**src/rtl/gfx_span_writer.sv**
```systemverilog
// Span-fill engine: queues horizontal spans, clips each to the framebuffer and
// scissor, and streams ARGB8888 or RGB565 VRAM store beats on a valid/ready port.
module gfx_span_writer #(
    parameter int unsigned QDEPTH    = 4,
    parameter int unsigned COORD_W   = 16,
    parameter int unsigned EN_RGB565 = 1
) (
    input  logic               clk,
    input  logic               rst,
    input  logic               flush,
    input  logic [31:0]        fb_base,
    input  logic [COORD_W-1:0] fb_stride,
    input  logic               fb_format,
    input  logic [COORD_W-1:0] fb_w,
    input  logic [COORD_W-1:0] fb_h,
    input  logic               sc_en,
    input  logic [COORD_W-1:0] sc_x0,
    input  logic [COORD_W-1:0] sc_y0,
    input  logic [COORD_W-1:0] sc_w,
    input  logic [COORD_W-1:0] sc_h,
    input  logic               span_valid,
    output logic               span_ready,
    input  logic [COORD_W-1:0] span_x0,
    input  logic [COORD_W-1:0] span_x1,
    input  logic [COORD_W-1:0] span_y,
    input  logic [31:0]        span_color,
    output logic               st_valid,
    input  logic               st_ready,
    output logic [31:0]        st_addr,
    output logic [31:0]        st_wdata,
    output logic [3:0]         st_wstrb,
    output logic               span_done,
    output logic               busy,
    output logic [31:0]        pix_count
);

    localparam int unsigned PTR_W  = $clog2(QDEPTH);
    localparam int unsigned CNT_W  = PTR_W + 1;
    localparam int unsigned XW     = COORD_W + 1;
    localparam int unsigned PROD_W = 2 * COORD_W;

    typedef enum logic [1:0] {S_IDLE, S_SETUP, S_EMIT} state_e;

    typedef struct packed {
        logic [COORD_W-1:0] x0;
        logic [COORD_W-1:0] x1;
        logic [COORD_W-1:0] y;
        logic [31:0]        color;
    } span_t;

    state_e             state_q, state_d;
    span_t              mem_q [QDEPTH];
    logic [PTR_W-1:0]   wr_ptr_q, wr_ptr_d, rd_ptr_q, rd_ptr_d;
    logic [CNT_W-1:0]   cnt_q, cnt_d;
    span_t              wk_q, wk_d;
    logic [31:0]        row_base_q, row_base_d;
    logic [XW-1:0]      right_q, right_d, cur_x_q, cur_x_d;
    logic               fmt_q, fmt_d;
    logic               st_valid_q, st_valid_d;
    logic [31:0]        st_addr_q, st_addr_d, st_wdata_q, st_wdata_d;
    logic [3:0]         st_wstrb_q, st_wstrb_d;
    logic               span_done_q, span_done_d;
    logic [31:0]        pix_count_q, pix_count_d;
    logic               busy_q, busy_d;
    logic               span_ready_q, span_ready_d;
    logic               push, pop;

    span_t              span_in_c;
    logic               fmt_c, reject_c;
    logic [XW-1:0]      sc_l_c, sc_r_c, sc_b_c, fb_r_c, left_c, right_c;
    logic [PROD_W-1:0]  prod_c;
    logic [31:0]        row_base_c, wdata_c;
    logic [15:0]        p565_c;
    logic [XW-1:0]      adv_c, next_x_c;

    function automatic logic [31:0] beat_addr(input logic [31:0] rb, input logic fmt,
                                              input logic [XW-1:0] x);
        logic [31:0] off;
        off = fmt ? ((32'(x) << 1) & ~32'd3) : (32'(x) << 2);
        return rb + off;
    endfunction

    function automatic logic [3:0] beat_strb(input logic fmt, input logic [XW-1:0] x,
                                             input logic [XW-1:0] r);
        if (!fmt)   return 4'hF;
        if (x[0])   return 4'hC;
        if (x < r)  return 4'hF;
        return 4'h3;
    endfunction

    assign span_in_c = '{x0: span_x0, x1: span_x1, y: span_y, color: span_color};

    // Clip window, computed one bit wider so scissor sums never wrap
    assign fmt_c  = (EN_RGB565 != 0) && fb_format;
    assign sc_l_c = sc_en ? XW'(sc_x0) : '0;
    assign sc_r_c = XW'(sc_x0) + XW'(sc_w) - XW'(1);
    assign sc_b_c = XW'(sc_y0) + XW'(sc_h);
    assign fb_r_c = XW'(fb_w) - XW'(1);
    assign left_c = (XW'(wk_q.x0) > sc_l_c) ? XW'(wk_q.x0) : sc_l_c;

    always_comb begin
        right_c = XW'(wk_q.x1);
        if (fb_r_c < right_c)          right_c = fb_r_c;
        if (sc_en && sc_r_c < right_c) right_c = sc_r_c;
    end

    assign reject_c = (fb_w == '0) || (fb_h == '0) || (wk_q.y >= fb_h)
                   || (sc_en && ((wk_q.y < sc_y0) || (XW'(wk_q.y) >= sc_b_c)
                                 || (sc_w == '0) || (sc_h == '0)))
                   || (wk_q.x0 > wk_q.x1) || (left_c > right_c);

    assign prod_c     = PROD_W'(wk_q.y) * PROD_W'(fb_stride);
    assign row_base_c = fb_base + 32'(prod_c);
    assign p565_c     = {wk_q.color[23:19], wk_q.color[15:10], wk_q.color[7:3]};
    assign wdata_c    = fmt_c ? {p565_c, p565_c} : wk_q.color;

    // An even RGB565 pixel with a right neighbour in range shares its word
    assign adv_c    = (fmt_q && !cur_x_q[0] && (cur_x_q < right_q)) ? XW'(2) : XW'(1);
    assign next_x_c = cur_x_q + adv_c;

    always_comb begin
        state_d      = state_q;
        wr_ptr_d     = wr_ptr_q;
        rd_ptr_d     = rd_ptr_q;
        cnt_d        = cnt_q;
        wk_d         = wk_q;
        row_base_d   = row_base_q;
        right_d      = right_q;
        fmt_d        = fmt_q;
        cur_x_d      = cur_x_q;
        st_valid_d   = st_valid_q;
        st_addr_d    = st_addr_q;
        st_wdata_d   = st_wdata_q;
        st_wstrb_d   = st_wstrb_q;
        span_done_d  = 1'b0;
        pix_count_d  = pix_count_q;
        push         = span_valid && span_ready_q && !flush;
        pop          = 1'b0;

        case (state_q)
            S_IDLE: begin
                if (cnt_q != '0) begin
                    pop     = 1'b1;
                    wk_d    = mem_q[rd_ptr_q];
                    state_d = S_SETUP;
                end
            end
            S_SETUP: begin
                row_base_d = row_base_c;
                right_d    = right_c;
                fmt_d      = fmt_c;
                if (reject_c) begin
                    span_done_d = 1'b1;
                    state_d     = S_IDLE;
                end else begin
                    cur_x_d    = left_c;
                    st_valid_d = 1'b1;
                    st_addr_d  = beat_addr(row_base_c, fmt_c, left_c);
                    st_wdata_d = wdata_c;
                    st_wstrb_d = beat_strb(fmt_c, left_c, right_c);
                    state_d    = S_EMIT;
                end
            end
            S_EMIT: begin
                if (st_ready) begin
                    pix_count_d = pix_count_q + 32'(adv_c);
                    if (next_x_c > right_q) begin
                        st_valid_d  = 1'b0;
                        span_done_d = 1'b1;
                        state_d     = S_IDLE;
                    end else begin
                        cur_x_d    = next_x_c;
                        st_addr_d  = beat_addr(row_base_q, fmt_q, next_x_c);
                        st_wstrb_d = beat_strb(fmt_q, next_x_c, right_q);
                    end
                end
            end
            default: state_d = S_IDLE;
        endcase

        if (push) wr_ptr_d = wr_ptr_q + PTR_W'(1);
        if (pop)  rd_ptr_d = rd_ptr_q + PTR_W'(1);
        cnt_d = cnt_q + CNT_W'(push) - CNT_W'(pop);

        // Flush drops everything queued or in flight but keeps the pixel tally
        if (flush) begin
            state_d     = S_IDLE;
            st_valid_d  = 1'b0;
            span_done_d = 1'b0;
            wr_ptr_d    = '0;
            rd_ptr_d    = '0;
            cnt_d       = '0;
        end

        span_ready_d = (cnt_d != CNT_W'(QDEPTH));
        busy_d       = (cnt_d != '0) || (state_d != S_IDLE);
    end

    always_ff @(posedge clk or posedge rst) begin
        if (rst) begin
            state_q      <= S_IDLE;
            wr_ptr_q     <= '0;
            rd_ptr_q     <= '0;
            cnt_q        <= '0;
            wk_q         <= '0;
            row_base_q   <= '0;
            right_q      <= '0;
            fmt_q        <= 1'b0;
            cur_x_q      <= '0;
            st_valid_q   <= 1'b0;
            st_addr_q    <= '0;
            st_wdata_q   <= '0;
            st_wstrb_q   <= '0;
            span_done_q  <= 1'b0;
            pix_count_q  <= '0;
            busy_q       <= 1'b0;
            span_ready_q <= 1'b1;
        end else begin
            state_q      <= state_d;
            wr_ptr_q     <= wr_ptr_d;
            rd_ptr_q     <= rd_ptr_d;
            cnt_q        <= cnt_d;
            wk_q         <= wk_d;
            row_base_q   <= row_base_d;
            right_q      <= right_d;
            fmt_q        <= fmt_d;
            cur_x_q      <= cur_x_d;
            st_valid_q   <= st_valid_d;
            st_addr_q    <= st_addr_d;
            st_wdata_q   <= st_wdata_d;
            st_wstrb_q   <= st_wstrb_d;
            span_done_q  <= span_done_d;
            pix_count_q  <= pix_count_d;
            busy_q       <= busy_d;
            span_ready_q <= span_ready_d;
        end
    end

    always_ff @(posedge clk) begin
        if (push) mem_q[wr_ptr_q] <= span_in_c;
    end

    assign span_ready = span_ready_q;
    assign st_valid   = st_valid_q;
    assign st_addr    = st_addr_q;
    assign st_wdata   = st_wdata_q;
    assign st_wstrb   = st_wstrb_q;
    assign span_done  = span_done_q;
    assign busy       = busy_q;
    assign pix_count  = pix_count_q;

endmodule

```
**config.mk**
```make
export PLATFORM = sky130hd
export DESIGN_NAME = gfx_span_writer
export DESIGN_NICKNAME = d
export VERILOG_FILES = /design/src/rtl/gfx_span_writer.sv
export SDC_FILE = /design/constraint.sdc
export NUM_CORES = 2
export LEC_CHECK = 0
export CORE_UTILIZATION = 32
export DETAILED_ROUTE_END_ITERATION = 10
export GPL_TIMING_DRIVEN = 0
export HOLD_SLACK_MARGIN = 0.1
export PLACE_DENSITY_LB_ADDON = 0.12
export SLEW_MARGIN = 20
export SYNTH_ARGS = -nofsm -noshare
export SYNTH_HDL_FRONTEND = slang
export SYNTH_SLANG_ARGS = --single-unit
```
**constraint.sdc**
```tcl
create_clock -name clk -period 9.7 [get_ports clk]
set_clock_uncertainty 0.05 [all_clocks]
set_input_delay 1.455 -clock clk [delete_from_list [all_inputs] [get_ports clk]]
set_output_delay 1.455 -clock clk [all_outputs]
set_load 0.05 [all_outputs]
```
==> run_results.csv <==
group,metric,value,unit
critical_path,required,10.16,ns
detailed_routing,routed_via_density,4.954,
critical_path,crit_path_start_kind,"input port",
yosys,netlist.top_cell.by_area,"edfxtp_1",
clocking,insertion_delay,0.63,ns
final_layout,final_nets,5057,
final_layout,ff_latch_area,16070,sq um
yosys,synth_seq_cells,578,
global_route,antenna_found_initial,14,
hold_path,hold_end,"st_addr[4]",
detailed_routing,detail_route.wl_per_cell,22.23,microns
critical_path,cpMostUsedCell,"fa_1",
place,dp_hpwl,104400,microns
hold_path,hold_class,"flop to flop",
critical_path,arrival,9.80,ns
yosys,synthTopCellsByArea,"edfxtp_1 24%, dfrtp_1 16%, fa_1 11%",
place,dp_slack,-1.796,ns
floorplan,start_util,32.30,%
detailed_routing,drt_pass1_iterations,7,
final_layout,num-fill-cells,12449,
final_layout,syn2layout_area_growth,20.25,%
floorplan,die_w,358.3,microns
detailed_routing,drt_iter0_markers,1757,
critical_path,worstPathMaxFanout,10,
yosys,syn_area_per_cell,10.62,sq um
detailed_routing,via_count,29484,
yosys,synth-main-ff-cell,"edfxtp_1",
final_layout,multiInputGateArea,22290,sq um
floorplan,io_pins,335,
job,maxCapViolCount,0,
clocking,clockBufferDepth,3,
global_route,grt_pass1_wl,197400,microns
yosys,async_reset_ff_share,44.64,%
floorplan,dieHeight,358.3,microns
timing,tns,0,ns
timing,setup_ws,0.3595,ns
yosys,synth_area,40620,sq um
critical_path,critical_path_class,"input port to flop",
critical_path,slowest_delay,0.55,ns
floorplan,core_area,125700,sq um
critical_path,r2r_end,"st_addr[26]",
critical_path,critical-path-slowest-cell,"fa_1",
yosys,synth_fp_nets,4639,
clocking,numClockSinks,578,
yosys,ys_types,89,
global_route,grt_pass1_vias,30632,
yosys,synthCells,3823,
timing,hold_violations,0,
outcome,outcome,"completed",
clocking,cts_tree,"built",
timing,drv_slew,0,
place,portBuffers,333,
detailed_routing,routed_wl,132300,microns
yosys,synth_top_cell_area_share,23.66,%
floorplan,dieArea,128400,sq um
timing,tightest_slew,1.109,ns
yosys,ys_seq_area_share,39.56,%
timing,slew_headroom,25.60,%
yosys,synth-edff-count,320,
detailed_routing,postRouteAntennaNets,0,
final_layout,drive_above_1_share,7.845,%
timing,finalSetupViolations,0,
place,gp_congestion,0.8815,
timing,fin_crit_sh,96.29,%
global_route,grt_remaining_overflow,0,
clocking,root_buffer,"clkbuf_16",
critical_path,end_kind,"flop",
critical_path,r2r_slack,0.53,ns
yosys,ys_warn_count,0,
critical_path,timing.rr.start,"wk_q[44]",
critical_path,reg2regPathDepth,30,
global_route,grt_use_total,20.77,%
timing,period_minus_slack,9.341,ns
floorplan,row_count,130,
clocking,clk_pin_slew_worst_paths,0.06,ns
clocking,cts_max_level,3,
detailed_routing,drc_errors,0,
hold_path,whs_path_depth,2,
global_route,grt_max_degree,72,
hold_path,hp-start,"st_addr[4]",
clocking,cts_inserted_buffers,69,
final_layout,post-route-util,38.84,%
timing,fmax,107.1,MHz
Yosys cell counts (14+ instances only):
master	n
nand3_1	50
nor4_1	17
mux2i_1	63
o21ai_0	162
and3_1	26
fa_1	232
nor2_1	193
o211ai_1	15
nor3_1	26
a21o_1	70
ha_1	353
nand4_1	39
nand2b_1	21
mux2_2	45
nand2_1	529
nor2b_1	20
a21oi_1	181
buf_1	16
o21a_1	26
edfxtp_1	320
xnor2_1	92
dfrtp_1	257
and2_1	110
a211oi_1	22
clkbuf_1	102
mux4_2	80
inv_1	486
o21bai_1	14
xor2_1	59
layout by cell type (no fill, tap or decap), types with 20 or more instances in the layout:
cell             instances
nand2_1                529
inv_1                  485
ha_1                   353
clkdlybuf4s50_1        326
edfxtp_1               320
dfrtp_1                257
fa_1                   232
nor2_1                 193
a21oi_1                171
o21ai_0                161
and2_1                 105
clkbuf_1                96
xnor2_1                 92
mux4_2                  80
a21o_1                  70
clkbuf_16               70
mux2i_1                 63
xor2_1                  59
nand3_1                 50
mux2_2                  45
nand4_1                 39
and3_1                  26
o21a_1                  26
nor3_1                  23
a211oi_1                22
nand2b_1                20
nor2b_1                 20
registers in the layout (all words and copies together), names as in the netlist, 16 cells and up:
signal / cells
mem_q: 320
wk_q: 64
pix_count: 32
row_base_q: 32
st_addr: 32
st_wdata: 32
cur_x_q: 17
right_q: 17
p565_c: 16
repair_timing:
item	4_1_cts	5_1_grt
setup endpoints to repair	87	86
pin swaps	2	6
hold buffers	0	0
buffers inserted	2	3
gates resized for setup	24	59
cells by family (layout without fill, tap and decap cells):
| kind of cell | count (synthesis) | count (layout) | synth area share [%] |
|---|---|---|---|
| AO/OA/AOI/OAI | 611 | 611 | 9.411 |
| multiplexers | 189 | 189 | 7.273 |
| AND/OR/NAND/NOR | 1082 | 1082 | 12.25 |
| adder cells (fa/ha/maj) | 585 | 585 | 22.31 |
| other | 1 | 6 | 0.009233 |
| flip-flops | 578 | 578 | 39.56 |
| buffers and inverters | 626 | 1099 | 5.936 |
| XOR/XNOR | 151 | 151 | 3.256 |
critical path: cells and delay by family:
family / cells / cell delay, ns
simple gates: 6 / 1.29
buf+inv: 7 / 1.16
compound gates: 7 / 1.54
xor+xnor: 2 / 0.50
fa+ha+maj: 8 / 3.83
metrics by stage:
step / hold slack (ns) / instance area [sq um] / std cells
4_1_cts: 0.4298 / 48690 / 5944
5_1_grt: 0.4525 / 48840 / 5949
2_1_floorplan: 0.3950 / 40620 / 3823
3_3_place_gp: 0.4119 / 46010 / 5806
6_report: 0.4241 / 48840 / 5951
3_5_place_dp: 0.4174 / 46290 / 5816
how the worst max path moves through the flow:
stage,from,end,depth (start not counted)
after floorplan,fb_w[9],st_addr[12],36
after global placement,rst,st_addr[1],2
after detailed placement,fb_w[0],st_addr[25],40
after CTS,fb_stride[2],st_addr[26],30
after global routing,fb_w[1],st_wstrb[1],41
final,fb_stride[1],st_addr[26],30
routing by layer:
metal | vias up | track usage, % | wire (microns)
li1 | 13967 | - | -
met1 | 14698 | 28.79 | 61170
met2 | 666 | 34.41 | 62740
met3 | 143 | 2.782 | 5798
met4 | 10 | 4.621 | 2547
met5 | - | 0 | 56
layout make-up:
| class | count | share of cell area (%) |
|---|---|---|
| Clock inverter | 37 | 0.7788 |
| Buffer | 137 | 1.281 |
| Inverter | 488 | 3.766 |
| Timing Repair Buffer | 348 | 7.455 |
| Tap cell | 1650 | 4.227 |
| Clock buffer | 89 | 3.937 |
| Sequential cell | 578 | 32.90 |
| Antenna cell | 5 | 0.02562 |
| Multi-Input combinational cell | 2619 | 45.63 |
Power is not shown: default switching activity piles up to over one toggle a cycle in this logic, so the estimate is an artifact.
